File: config.mk
export PLATFORM = sky130hd
export DESIGN_NAME = tab_stop_engine_flat
export DESIGN_NICKNAME = d
export VERILOG_FILES = /design/src/rtl/tab_stop_engine_pkg.sv /design/src/rtl/tab_stop_engine_if.sv /design/src/rtl/tab_stop_engine.sv /design/src/flat_wrapper.sv
export SDC_FILE = /design/constraint.sdc
export NUM_CORES = 1
export LEC_CHECK = 0
export ABC_AREA = 1
export CELL_PAD_IN_SITES_DETAIL_PLACEMENT = 0
export CELL_PAD_IN_SITES_GLOBAL_PLACEMENT = 1
export CORE_MARGIN = 5
export CORE_UTILIZATION = 42
export DETAILED_ROUTE_END_ITERATION = 8
export MAX_ROUTING_LAYER = met4
export PLACE_DENSITY_LB_ADDON = 0.1
export REMOVE_ABC_BUFFERS = 1
export SKIP_CTS_REPAIR_TIMING = 1
export SLEW_MARGIN = 20
export SYNTH_ARGS = -nofsm -noshare
export SYNTH_HDL_FRONTEND = slang
export SYNTH_SLANG_ARGS = --single-unit
File: constraint.sdc
create_clock -name clk -period 6.85 [get_ports clk]
set_input_delay 2.055 -clock clk [delete_from_list [all_inputs] [get_ports clk]]
set_output_delay 2.055 -clock clk [all_outputs]
set_load 0.02 [all_outputs]
File: src/rtl/tab_stop_engine_pkg.sv
// Shared console definitions: tab command codes, default geometry and the
// default tab-stop bitmap builder used by the tab engine.
package tab_stop_engine_pkg;

    typedef enum logic [2:0] {
        TAB_SET     = 3'd0,
        TAB_CLR_AT  = 3'd1,
        TAB_CLR_ALL = 3'd2,
        TAB_DEFAULT = 3'd3,
        TAB_FWD     = 3'd4,
        TAB_BWD     = 3'd5
    } TabCmd_t;

    localparam int CONSOLE_COLUMNS      = 80;
    localparam int CONSOLE_TAB_INTERVAL = 8;

    // Widest console the bitmap builder supports; callers slice the low bits.
    localparam int MAX_COLUMNS = 1024;
    typedef logic [MAX_COLUMNS-1:0] stop_vec_t;

    function automatic stop_vec_t default_stop_map(input int columns, input int interval);
        stop_vec_t m;
        m = '0;
        for (int k = 0; k < MAX_COLUMNS; k++) begin
            if (k < columns && (k % interval) == 0) begin
                m[k] = 1'b1;
            end
        end
        return m;
    endfunction

endpackage

File: src/rtl/tab_stop_engine_if.sv
// Command/response bundle between the escape-sequence parser (master) and
// the tab-stop engine (slave), plus the engine's stop bitmap for reporting.
interface tab_stop_engine_if
    import tab_stop_engine_pkg::*;
#(
    parameter int COLUMNS = CONSOLE_COLUMNS
);
    localparam int COL_W = $clog2(COLUMNS);

    logic             cmd_valid;
    logic             cmd_ready;
    TabCmd_t          cmd_type;
    logic [7:0]       cmd_count;
    logic [COL_W-1:0] cur_col;
    logic             pos_valid;
    logic [COL_W-1:0] pos;
    logic [COLUMNS-1:0] stop_map;

    modport master (
        output cmd_valid, cmd_type, cmd_count, cur_col,
        input  cmd_ready, pos_valid, pos, stop_map
    );

    modport slave (
        input  cmd_valid, cmd_type, cmd_count, cur_col,
        output cmd_ready, pos_valid, pos, stop_map
    );

endinterface

File: src/rtl/tab_stop_engine.sv
// Tab-stop engine: keeps a per-column stop bitmap and walks it one column
// per cycle to resolve forward/backward tab moves.
module tab_stop_engine
    import tab_stop_engine_pkg::*;
#(
    parameter int COLUMNS      = CONSOLE_COLUMNS,
    parameter int TAB_INTERVAL = CONSOLE_TAB_INTERVAL
)(
    input  logic clk,
    input  logic rst,
    tab_stop_engine_if.slave bus
);
    localparam int COL_W = $clog2(COLUMNS);
    localparam logic [COL_W-1:0] LAST_COL = COL_W'(COLUMNS - 1);
    localparam stop_vec_t DEFAULT_FULL = default_stop_map(COLUMNS, TAB_INTERVAL);
    localparam logic [COLUMNS-1:0] DEFAULT_MAP = DEFAULT_FULL[COLUMNS-1:0];

    typedef enum logic {IDLE, SCAN} state_t;

    state_t             state_reg;
    logic [COL_W-1:0]   now_reg;
    logic [7:0]         rem_reg;
    logic               dir_reg;
    logic [COL_W-1:0]   pos_reg;
    logic               pos_valid_reg;
    logic               cmd_ready_reg;
    logic [COLUMNS-1:0] stop_map_reg;

    logic               at_bound;
    logic [COL_W-1:0]   next_col;
    logic               next_bound;
    logic               next_stop;
    logic               finish;
    logic [COL_W-1:0]   target;
    logic               col_in_range;
    logic [COL_W-1:0]   start_col;

    assign col_in_range = (bus.cur_col <= LAST_COL);
    assign start_col    = col_in_range ? bus.cur_col : LAST_COL;

    // One step of the walk: decide whether this cycle terminates and where.
    always_comb begin
        at_bound   = dir_reg ? (now_reg == LAST_COL) : (now_reg == '0);
        next_col   = dir_reg ? (now_reg + 1'b1) : (now_reg - 1'b1);
        next_bound = dir_reg ? (next_col == LAST_COL) : (next_col == '0);
        next_stop  = 1'b0;
        if (!at_bound) begin
            next_stop = stop_map_reg[next_col];
        end
        finish = at_bound || next_bound || (next_stop && rem_reg == 8'd1);
        target = at_bound ? now_reg : next_col;
    end

    always_ff @(posedge clk or negedge rst) begin
        if (!rst) begin
            state_reg     <= IDLE;
            now_reg       <= '0;
            rem_reg       <= 8'd0;
            dir_reg       <= 1'b0;
            pos_reg       <= '0;
            pos_valid_reg <= 1'b0;
            cmd_ready_reg <= 1'b1;
            stop_map_reg  <= DEFAULT_MAP;
        end else begin
            pos_valid_reg <= 1'b0;
            case (state_reg)
                IDLE: begin
                    if (bus.cmd_valid && cmd_ready_reg) begin
                        case (bus.cmd_type)
                            TAB_SET: begin
                                if (col_in_range) stop_map_reg[bus.cur_col] <= 1'b1;
                            end
                            TAB_CLR_AT: begin
                                if (col_in_range) stop_map_reg[bus.cur_col] <= 1'b0;
                            end
                            TAB_CLR_ALL: stop_map_reg <= '0;
                            TAB_DEFAULT: stop_map_reg <= DEFAULT_MAP;
                            TAB_FWD, TAB_BWD: begin
                                state_reg     <= SCAN;
                                cmd_ready_reg <= 1'b0;
                                now_reg       <= start_col;
                                rem_reg       <= (bus.cmd_count == 8'd0) ? 8'd1 : bus.cmd_count;
                                dir_reg       <= (bus.cmd_type == TAB_FWD);
                            end
                            default: ;
                        endcase
                    end
                end
                SCAN: begin
                    if (finish) begin
                        pos_reg       <= target;
                        pos_valid_reg <= 1'b1;
                        state_reg     <= IDLE;
                        cmd_ready_reg <= 1'b1;
                    end else begin
                        // A stop passed over with rem>1 consumes one count.
                        rem_reg <= rem_reg - {7'd0, next_stop};
                        now_reg <= next_col;
                    end
                end
                default: state_reg <= IDLE;
            endcase
        end
    end

    assign bus.cmd_ready = cmd_ready_reg;
    assign bus.pos_valid = pos_valid_reg;
    assign bus.pos       = pos_reg;
    assign bus.stop_map  = stop_map_reg;

endmodule

File: src/flat_wrapper.sv
// flat-port wrapper written by rule: the top's interface ports become plain ports
module tab_stop_engine_flat import tab_stop_engine_pkg::*;
#(
    parameter int COLUMNS      = CONSOLE_COLUMNS,
    parameter int TAB_INTERVAL = CONSOLE_TAB_INTERVAL
)
  (clk, rst, bus_cmd_valid, bus_cmd_type, bus_cmd_count, bus_cur_col, bus_cmd_ready, bus_pos_valid, bus_pos, bus_stop_map);
  tab_stop_engine_if #(.COLUMNS(COLUMNS)) bus_i ();
  input  logic clk;
  input  logic rst;
  input wire logic [$bits(bus_i.cmd_valid)-1:0] bus_cmd_valid;
  input wire logic [$bits(bus_i.cmd_type)-1:0] bus_cmd_type;
  input wire logic [$bits(bus_i.cmd_count)-1:0] bus_cmd_count;
  input wire logic [$bits(bus_i.cur_col)-1:0] bus_cur_col;
  output wire logic [$bits(bus_i.cmd_ready)-1:0] bus_cmd_ready;
  output wire logic [$bits(bus_i.pos_valid)-1:0] bus_pos_valid;
  output wire logic [$bits(bus_i.pos)-1:0] bus_pos;
  output wire logic [$bits(bus_i.stop_map)-1:0] bus_stop_map;
  assign bus_i.cmd_valid = bus_cmd_valid;
  assign bus_i.cmd_type = bus_cmd_type;
  assign bus_i.cmd_count = bus_cmd_count;
  assign bus_i.cur_col = bus_cur_col;
  assign bus_cmd_ready = bus_i.cmd_ready;
  assign bus_pos_valid = bus_i.pos_valid;
  assign bus_pos = bus_i.pos;
  assign bus_stop_map = bus_i.stop_map;
  tab_stop_engine #(.COLUMNS(COLUMNS), .TAB_INTERVAL(TAB_INTERVAL)) u_core (.clk(clk), .rst(rst), .bus(bus_i));
endmodule
==> results of run 1 <==
[where the power goes]
| group | switching [W] | internal (W) | leakage [nW] |
|---|---|---|---|
| Combinational | 0.0000560 | 0.0000198 | 2.09 |
| Clock | 0.000266 | 0.000289 | 0.144 |
| Sequential | 0.000000165 | 0.000626 | 1.37 |
| Total | 0.000322 | 0.000934 | 3.61 |
[cells in the final DEF (no fill, tap or decap), types with 11 or more instances in the layout]
cell type	count
nand2_1	211
a21oi_1	108
clkdlybuf4s50_1	108
dfrtp_1	95
nor2_1	89
nand3_1	83
inv_1	73
o21ai_0	54
nor3_1	24
a31oi_1	20
buf_4	16
a22oi_1	12
dfstp_2	11
[per-stage QoR]
stage	hold WS, ns	utilization [%]	instance area (um2)	power [W]
floorplan	0.4756	-	6311	0.0006663
global placement	0.4627	50.96	7776	0.0007129
detailed placement	0.4666	50.96	7776	0.0007127
CTS	0.4772	52.94	8078	0.001264
global route	0.5019	53.02	8090	0.001295
finish	0.4748	53.02	8090	0.001256
[worst max path at each step]
| stage | cells after the start | from | to |
|---|---|---|---|
| 2_1_floorplan | 8 | bus_cur_col[4] | u_core.bus.stop_map[16]$_DFFE_PN1P_ |
| 3_3_place_gp | 9 | bus_cmd_type[1] | u_core.bus.stop_map[16]$_DFFE_PN1P_ |
| 3_5_place_dp | 9 | bus_cmd_type[1] | u_core.bus.stop_map[16]$_DFFE_PN1P_ |
| 5_1_grt | 9 | bus_cmd_type[1] | u_core.bus.stop_map[48]$_DFFE_PN1P_ |
| 4_1_cts | 22 | u_core.now_reg[0]$_DFFE_PN0P_ | u_core.rem_reg[7]$_DFFE_PN0P_ |
| 6_report | 9 | bus_cmd_type[1] | u_core.bus.stop_map[16]$_DFFE_PN1P_ |
[layout make-up]
type | instances | area (um2)
flip-flops and latches | 106 | 2666
repair buffers | 124 | 1201
well taps | 211 | 264.0
inverters | 77 | 289.0
clock inverters | 6 | 72.57
multi-input cells | 675 | 3368
fillers | 1583 | 7168
clock buffers | 10 | 229.0
[worst max-delay path, cell delays in order]
cell	delay (ns)
clkdlybuf4s50_1	0.59
inv_1	0.15
nor2_1	0.12
buf_4	0.24
nor2_1	0.17
nor2_1	0.61
clkinv_1	1.06
a21oi_1	0.39
o21ai_0	0.12
[routing by layer]
| layer | vias up | routed length (um) |
|---|---|---|
| met5 | - | 0 |
| li1 | 3200 | - |
| met4 | 0 | 225 |
| met2 | 227 | 10840 |
| met3 | 20 | 1366 |
| met1 | 3078 | 10360 |
[cell families after synthesis]
kind of cell	Yosys count	synth area share [%]
fa+ha+maj	11	2.217
buf+inv	123	8.008
flops	106	40.73
simple gates	435	28.48
xor+xnor	10	1.797
compound gates	219	18.77
==> results.md, run 1 <==
* Status: completed
* Largest net degree at the start of global routing at 60
* Worst hold stages at 2
* First-pass DRT Iterations at 5
* Place WS at 1.735 ns
* Req. time, crit path at 7.15 ns
* RSZ-0062 raised after global routing: no
* Net count, final at 1025
* Synth area leaders: dfrtp_1 (36%), nand2_1 (12%), a21oi_1 (8.3%)
* Hold Vio Cnt, Final at 0
* Die width at 134.8 um
* PD cells at 155.3 nW/um2
* Reg2reg start: u_core.now_reg[0]$_DFFE_PN0P_
* Detailed-route via count at 6525
* Crit Path Category: primary input to flip-flop
* Count leader, synth: nand2_1
* Setup Skew at 0.01446 ns
* EDFF count, synth at 0
* Clock Root Buffer: clkbuf_16
* VDD IR max at 0.1211 mV
* Post-synth top cells: nand2_1 (211), a21oi_1 (108), dfrtp_1 (95)
* Top Usage Layer GRT: met2
* # H-tree levels at 3
* IO buf count at 109
* Syn avg cell area at 7.241 um2
* Max FO, Critical Path at 33
* Grt total ovfl at 0
* GPL Wtd Cong at 0.8581
* Diodes inserted at 0
* Reg clk slew, reported paths at 0.08 ns
* CTS sink cnt at 106
* Reg2reg setup slack at 2.12 ns
* Post-route setup slack at 1.633 ns
* Ports at 110
* Synth Cell Area at 6546 um2
* Core area at 15260 um2
* Seq cells post-synth at 106
* DIE AREA at 18180 um2
* Setup violations, final at 0
* Vias in the first global route at 6216
* Hold Crit Class: flip-flop to flip-flop
* # rows at 45
* Worst-Margin Slew at 1.060 ns
* Leakage Power at 3.607 nW
* Setup TNS at 0 ns
* Clock latency on the worst-skew pair at 0.38 ns
* Clock Path Buffers at 2
* Non-filler cells, final at 1209
* Synth area leader: dfrtp_1
* Met2 Usage GRT at 40.86%
* Starting Density at 42.90%
* GRT met1 Usage at 35.48%
* Cells after DPL at 1193
* Slew HR at 28.93%
* Die Y-Extent at 134.8 um
* Routed wire length per instance at 18.85 um
* Synth-to-layout area growth at 23.59%
* Unique masters post-synth at 45
* Top_reg_cell synth: dfrtp_1
* First-pass GRT wire length at 36.00 mm
* TritonCTS Buffers at 9
* CTS tree: yes
* Async S/R FF share, synth at 100.0%
* Max Fclk at 191.7 MHz
* Crit path time final at 5.217 ns
* Critical Path AT at 5.51 ns
* Mapped Cells at 904
* YS warnings at 0
* Period utilization at 76.15%
* Hpwl dp at 15.54 mm
* Max-cap violations at 0
* Max reg flops at 80
* Share of Yosys cell area claimed by the top area cell type at 36.31%
* FF-to-FF End: u_core.rem_reg[7]$_DFFE_PN0P_
* Register area share after synthesis at 40.73%
* Final wirelength at 22.79 mm
* Layout cells sized above 1 at 7.615%
* Critical Path Start Type: primary input
* Worst Hold End: u_core.bus.cmd_ready$_DFFE_PN1P_
* Fin. max-slew vios at 0
* Via density at 5.397
* DRT antenna net count at 0
* Worst-case reg-to-reg path depth at 18
* Total Routing Usage GR at 26.20%
* Worst hold start: u_core.bus.cmd_ready$_DFFE_PN1P_
* Crit end category: flip-flop
* # DRC at 0
* Initial antenna violation count at 0
* Detailed router's first-iteration violation count at 524
* Met3 usage at 5.514%
(Power assumes the default switching activity.)
==> inputs of run 2 (changes only) <==
--- a/config.mk
+++ b/config.mk
@@ -9,7 +9,7 @@
 export CELL_PAD_IN_SITES_DETAIL_PLACEMENT = 0
 export CELL_PAD_IN_SITES_GLOBAL_PLACEMENT = 1
 export CORE_MARGIN = 5
-export CORE_UTILIZATION = 42
+export CORE_UTILIZATION = 35
 export DETAILED_ROUTE_END_ITERATION = 8
 export MAX_ROUTING_LAYER = met4
 export PLACE_DENSITY_LB_ADDON = 0.1
==> constraint.sdc (replaced) <==
create_clock -name clk -period 4.45 [get_ports clk]
set_input_delay 1.335 -clock clk [delete_from_list [all_inputs] [get_ports clk]]
set_output_delay 1.335 -clock clk [all_outputs]
set_load 0.02 [all_outputs]
==> results.md, run 2 (synthesis gave the netlist of run 1 again) <==
* Status: completed
* Fill count at 1936 (+22%)
* Fin. max-slew vios at 0 (unchanged)
* Synth-to-layout area growth at 27.31%
* Max Fclk at 260.9 MHz
* Critical Path Start Type: flip-flop
* Most common cell after layout, fill and taps aside: nand2_1
* Die width at 146.8 um (+8.8%)
* FF-to-FF End: u_core.rem_reg[7]$_DFFE_PN0P_
* Final wirelength at 24.78 mm (+8.7%)
* CTS tree: yes
* Starting Density at 35.23% (-7.7 points)
* Largest net degree at the start of global routing at 55 (-8.3%)
* TritonCTS Buffers at 9 (unchanged)
* Worst hold start: u_core.bus.cmd_ready$_DFFE_PN1P_
* IO buf count at 109 (unchanged)
* Clock Path Buffers at 2 (unchanged)
* Initial antenna violation count at 0 (unchanged)
* Finished Cell Area at 8334 um2 (+3.0%)
* Max FO, Critical Path at 13 (-61%)
* Worst hold stages at 2 (unchanged)
* Layout cells sized above 1 at 9.756% (+2.1 points)
* DIE AREA at 21540 um2 (+18%)
* Crit path time final at 3.832 ns
* DRT antenna net count at 0 (unchanged)
* Post-placement cell area at 8025 um2 (+3.2%)
* Leakage Power at 3.763 nW (+4.3%)
* Setup Skew at 0.009884 ns (-0.004574 ns)
* Worst Hold End: u_core.bus.cmd_ready$_DFFE_PN1P_
* Period utilization at 86.12%
* Total Routing Usage GR at 23.75% (-2.4 points)
* Worst-Margin Slew at 1.005 ns (-0.05463 ns)
* Hold Vio Cnt, Final at 0 (unchanged)
* Die Y-Extent at 146.8 um (+8.8%)
* # H-tree levels at 3 (unchanged)
* Reg clk slew, reported paths at 0.07 ns (about the same)
* Routed wire length per instance at 19.68 um (+4.4%)
* Hpwl dp at 17.33 mm (+12%)
* First-pass DRT Iterations at 5 (unchanged)
* Max-cap violations at 0 (unchanged)
* Clock latency on the worst-skew pair at 0.36 ns (-0.02 ns)
* Setup violations, final at 0 (unchanged)
* Via density at 5.309 (-1.6%)
* Crit Path Category: flip-flop to flip-flop
* Clock Root Buffer: clkbuf_16
* Slew HR at 32.76% (+3.8 points)
* Net count, final at 1052 (+2.6%)
* Detailed-route via count at 6684 (+2.4%)
* GPL Wtd Cong at 0.8653 (+0.84%)
* Critical Path AT at 4.09 ns (-1.42 ns)
* First-pass GRT wire length at 38.58 mm (+7.2%)
* CTS sink cnt at 106 (unchanged)
* Setup TNS at 0 ns (unchanged)
* Grt total ovfl at 0 (unchanged)
* VDD IR max at 0.1899 mV (+57%)
* Reg2reg setup slack at 0.62 ns (-1.50 ns)
* Core area at 18580 um2 (+22%)
* Vias in the first global route at 6458 (+3.9%)
* Crit end category: flip-flop
* Hold Crit Class: flip-flop to flip-flop
* Req. time, crit path at 4.70 ns (-2.45 ns)
* Ports at 110 (unchanged)
* Total chip power at 0.001960 W (+56%)
* Diodes inserted at 0 (unchanged)
* # DRC at 0 (unchanged)
* # rows at 50 (+11%)
* Max reg flops at 80 (unchanged)
* Reg2reg start: u_core.dir_reg$_DFFE_PN0P_
* Most frequent cells in the layout: nand2_1 (211), a21oi_1 (108), clkdlybuf4s50_1 (108), dfrtp_1 (95), nor2_1 (94)
* Worst-case reg-to-reg path depth at 20 (+2)
* PD cells at 235.2 nW/um2 (+51%)
* RSZ-0062 raised after global routing: no
* Detailed router's first-iteration violation count at 506 (-3.4%)
[run 2: how the worst max path moves through the flow]
stage / start / to / slack, ns / cells after the start
finish: u_core.dir_reg$_DFFE_PN0P_ / u_core.rem_reg[7]$_DFFE_PN0P_ / 0.62 / 20
CTS: u_core.dir_reg$_DFFE_PN0P_ / u_core.rem_reg[7]$_DFFE_PN0P_ / 0.61 / 22
detailed placement: bus_cur_col[1] / u_core.bus.stop_map[43]$_DFFE_PN0P_ / 0.62 / 8
global placement: bus_cur_col[4] / u_core.bus.stop_map[43]$_DFFE_PN0P_ / 0.59 / 9
floorplan: u_core.now_reg[0]$_DFFE_PN0P_ / u_core.rem_reg[7]$_DFFE_PN0P_ / -0.31 / 22
global route: u_core.dir_reg$_DFFE_PN0P_ / u_core.rem_reg[7]$_DFFE_PN0P_ / 0.26 / 22
[run 2: layout make-up]
type / instances / area [um2] / share of cell area, %
clock inverter: 6 / 70.07 / 0.8407
clock buffer: 10 / 239.0 / 2.867
multi-input combinational: 675 / 3361 / 40.32
tap: 234 / 292.8 / 3.513
sequential: 106 / 2666 / 31.99
inverter: 77 / 289.0 / 3.468
timing repair buffer: 151 / 1416 / 16.99
[run 2: worst max-delay path, stage by stage (launching register included)]
cell     delay [ns]
dfrtp_1        0.48
fa_1           0.61
inv_1          0.23
buf_4          0.29
nand3_1        0.11
nand2_1        0.11
nand2_1        0.08
nand3_1        0.09
nand3_1        0.09
nand2_1        0.05
nand2_1        0.07
nand3_2        0.08
a21oi_1        0.26
ha_1           0.20
nand2_1        0.08
or3_1          0.34
nor3_1         0.18
xnor2_1        0.13
o21ai_0        0.08
nand2_1        0.10
nand2_1        0.05
[run 2: routing by layer]
| layer | vias to the layer above | track usage, % | part of all wire [%] |
|---|---|---|---|
| met5 | - | - | 0 |
| met4 | 0 | 6.162 | 1.9 |
| met3 | 25 | 3.917 | 5.7 |
| met2 | 227 | 36.87 | 46 |
| met1 | 3173 | 32.48 | 46 |
| li1 | 3259 | - | - |
[run 2: stage by stage]
step           setup WS, ns  std cells  utilization [%]  hold slack [ns]
2_1_floorplan       -0.3103        858                -           0.4756
3_3_place_gp         0.5867       1243            43.19           0.4632
3_5_place_dp         0.6169       1243            43.19           0.4717
4_1_cts              0.6085       1259            44.86           0.4839
5_1_grt              0.2596       1259            44.86           0.5030
6_report             0.6175       1259            44.86           0.4787
[run 2: power by group]
part / switching [W] / total [W] / leakage, nW / internal [W]
registers: 0.000000215 / 0.000963 / 1.37 / 0.000963
logic: 0.0000920 / 0.000130 / 2.24 / 0.0000376
clock network: 0.000407 / 0.000867 / 0.154 / 0.000460
==> inputs of run 3 (changes only) <==
--- a/config.mk
+++ b/config.mk
@@ -6,12 +6,12 @@
 export NUM_CORES = 1
 export LEC_CHECK = 0
 export ABC_AREA = 1
+export CAP_MARGIN = 40
 export CELL_PAD_IN_SITES_DETAIL_PLACEMENT = 0
 export CELL_PAD_IN_SITES_GLOBAL_PLACEMENT = 1
 export CORE_MARGIN = 5
 export CORE_UTILIZATION = 35
 export DETAILED_ROUTE_END_ITERATION = 8
-export MAX_ROUTING_LAYER = met4
 export PLACE_DENSITY_LB_ADDON = 0.1
 export REMOVE_ABC_BUFFERS = 1
 export SKIP_CTS_REPAIR_TIMING = 1
==> constraint.sdc (replaced) <==
create_clock -name clk -period 3.5 [get_ports clk]
set_input_delay 1.05 -clock clk [delete_from_list [all_inputs] [get_ports clk]]
set_output_delay 1.05 -clock clk [all_outputs]
set_load 0.02 [all_outputs]
==> results.md, run 3 (synthesis gave the netlist of run 1 again) <==
* Critical Path AT at 3.62 ns (-0.47 ns)
* Worst setup path end: u_core.rem_reg[7]$_DFFE_PN0P_
* RSZ-0062 raised after global routing: yes
* Clock group share of total power at 44.8% (+0.6 points)
* Hpwl dp at 18.14 mm (+4.6%)
* TritonCTS Buffers at 9 (unchanged)
* Initial antenna violation count at 0 (unchanged)
* CP most frequent cell: nand2_1
* CTS tree: yes
* CTS sink cnt at 106 (unchanged)
* Leakage Power at 3.968 nW (+5.4%)
* Vias in the first global route at 6568 (+1.7%)
* Max Fclk at 297.4 MHz (+14%)
* Internal power at 0.001856 W (+27%)
* Die Y-Extent at 146.8 um (unchanged)
* Seq pwr share at 48.5% (-0.7 points)
* CP max stage cell: dfrtp_1
* Via density at 5.338 (+0.55%)
* Max-cap violations at 0 (unchanged)
* # DRC at 0 (unchanged)
* Detailed-route via count at 6886 (+3.0%)
* Critical Path Start Type: flip-flop
* Synth-to-layout area growth at 34.04%
* Max reg flops at 80 (unchanged)
* Crit path time final at 3.363 ns (-0.4696 ns)
* Finished Cell Area at 8775 um2 (+5.3%)
* Routed wire length per instance at 19.93 um (+1.3%)
* FF-to-FF End: u_core.rem_reg[7]$_DFFE_PN0P_
* Reg2reg start: u_core.dir_reg$_DFFE_PN0P_
* # H-tree levels at 3 (unchanged)
* CP Launch Point: u_core.dir_reg$_DFFE_PN0P_
* First-pass GRT wire length at 39.53 mm (+2.5%)
* Ports at 110 (unchanged)
* Layout cells sized above 1 at 14.02% (+4.3 points)
* Reg clk slew, reported paths at 0.08 ns (about the same)
* Setup violations, final at 0 (unchanged)
* PD cells at 288.1 nW/um2 (+22%)
* Cells after DPL at 1263 (+1.6%)
* Worst path max stage delay at 0.42 ns (-0.19 ns)
* Cell Chain, Critical Path: buf_6, clkinvlp_4, ha_4, nand3_1, nand4_1, nand2_4, inv_4, nand3_1, nand3_1, nand2_1, nand2_1, nand3_2, a21oi_4, ha_1, nand2_1, or3_4, nor3_4, xnor2_1, o21ai_0, nand2_1, nand2_1
* Grt total ovfl at 0 (unchanged)
* Crit Path Category: flip-flop to flip-flop
* VDD IR max at 0.2692 mV (+42%)
* Fin. max-slew vios at 0 (unchanged)
* Max FO, Critical Path at 7 (-6)
* Starting Density at 35.23% (unchanged)
* Slew HR at 47.34% (+15 points)
* Largest net degree at the start of global routing at 47 (-15%)
* Non-filler cells, final at 1290 (+2.5%)
* Clock Path Buffers at 2 (unchanged)
* DRT antenna net count at 0 (unchanged)
* Clock Root Buffer: clkbuf_16
* Most common cell after layout, fill and taps aside: nand2_1
* DIE AREA at 21540 um2 (unchanged)
* Total Routing Usage GR at 23.47% (-0.29 points)
* Clock latency on the worst-skew pair at 0.37 ns (about the same)
* Final wirelength at 25.71 mm (+3.8%)
* Net count, final at 1083 (+2.9%)
* # rows at 50 (unchanged)
* Comb power frac at 6.7% (about the same)
* GPL Wtd Cong at 0.8887 (+2.7%)
* Setup Skew at 0.01350 ns (+0.003612 ns)
* Most frequent cells in the layout: nand2_1 (210), clkdlybuf4s50_1 (108), a21oi_1 (107), dfrtp_1 (95), nor2_1 (93)
* Crit end category: flip-flop
* Die width at 146.8 um (unchanged)
* First-pass DRT Iterations at 6 (+1)
* Period utilization at 96.08% (+10 points)
* Switching Fraction at 26.56% (+1.1 points)
* Worst hold start: u_core.bus.pos[5]$_DFFE_PN0P_
* Worst-case reg-to-reg path depth at 21 (+5.0%)
* Reg2reg setup slack at 0.14 ns (-0.48 ns)
* Detailed router's first-iteration violation count at 471 (-6.9%)
* Sw Pwr at 0.0006713 W (+35%)
* Status: completed
* Core area at 18580 um2 (unchanged)
* Worst-Margin Slew at 0.7890 ns (-0.2159 ns)
* Diodes inserted at 0 (unchanged)
* Hold Vio Cnt, Final at 0 (unchanged)
* Req. time, crit path at 3.76 ns (-0.94 ns)
* Hold Crit Class: flip-flop to flip-flop
* Setup TNS at 0 ns (unchanged)
* Post-placement cell area at 8213 um2 (+2.3%)
* IO buf count at 109 (unchanged)
-- run 3: cell types whose count changed in the layout (fill, tap and decap cells not counted), moves of 2 or more --
cell and delta:
buf_4 +24, ha_1 -5, buf_12 +4, ha_4 +4, inv_1 -3, inv_8 +3, buf_6 +2, inv_6 -2
nand3_1 -2, nand3_2 +2
-- run 3: cell type report --
class                      instances  area (um2)
fill                            1897        9806
multi-input combinational        676        3506
sequential                       106        2666
timing repair buffer             181        1699
inverter                          77       295.3
tap                              234       292.8
clock buffer                       9       225.2
clock inverter                     7       90.09
-- run 3: per-stage QoR --
step / utilization (%) / hold slack [ns] / total power [W] / setup slack (ns)
6_report: 47.23 / 0.4904 / 0.002528 / 0.1371
5_1_grt: 47.23 / 0.5114 / 0.002618 / -0.1672
4_1_cts: 45.90 / 0.4950 / 0.002561 / -0.1258
3_5_place_dp: 44.20 / 0.4777 / 0.001418 / -0.1219
3_3_place_gp: 44.20 / 0.4678 / 0.001420 / -0.06105
2_1_floorplan: - / 0.4756 / 0.001304 / -1.260
-- run 3: how the worst min path moves through the flow --
stage	endpoint	slack [ns]	cells after the start
after floorplan	u_core.rem_reg[0]$_DFFE_PN0P_	0.48	2
after CTS	u_core.bus.cmd_ready$_DFFE_PN1P_	0.50	2
final	u_core.bus.pos[5]$_DFFE_PN0P_	0.49	2
after global routing	u_core.bus.pos[2]$_DFFE_PN0P_	0.51	2
after detailed placement	u_core.bus.pos[2]$_DFFE_PN0P_	0.48	2
after global placement	u_core.bus.cmd_ready$_DFFE_PN1P_	0.47	2
-- run 3: layer usage --
layer / wire length, um / vias up / track usage [%]
met4: 643 / 0 / 7.338
met2: 11830 / 245 / 36.16
met5: 0 / - / 0
met1: 11830 / 3277 / 33.63
met3: 1414 / 37 / 4.133
li1: - / 3327 / -
-- run 3: power groups by stage --
stage               registers, W   logic, W  clock network (W)
finish                   0.00122   0.000170            0.00113
detailed placement       0.00125   0.000169                  0
CTS                      0.00122   0.000170            0.00117
global placement         0.00125   0.000171                  0
global route             0.00123   0.000187            0.00121
floorplan                0.00125  0.0000549                  0
-- run 3: critical path: cells and delay by family, from the launching register on --
kind / cells / cell delay (ns)
AND/OR/NAND/NOR: 13 / 1.52
adder cells (fa/ha/maj): 2 / 0.53
flip-flops: 1 / 0.42
buffers and inverters: 3 / 0.39
AO/OA/AOI/OAI: 2 / 0.28
XOR/XNOR: 1 / 0.12
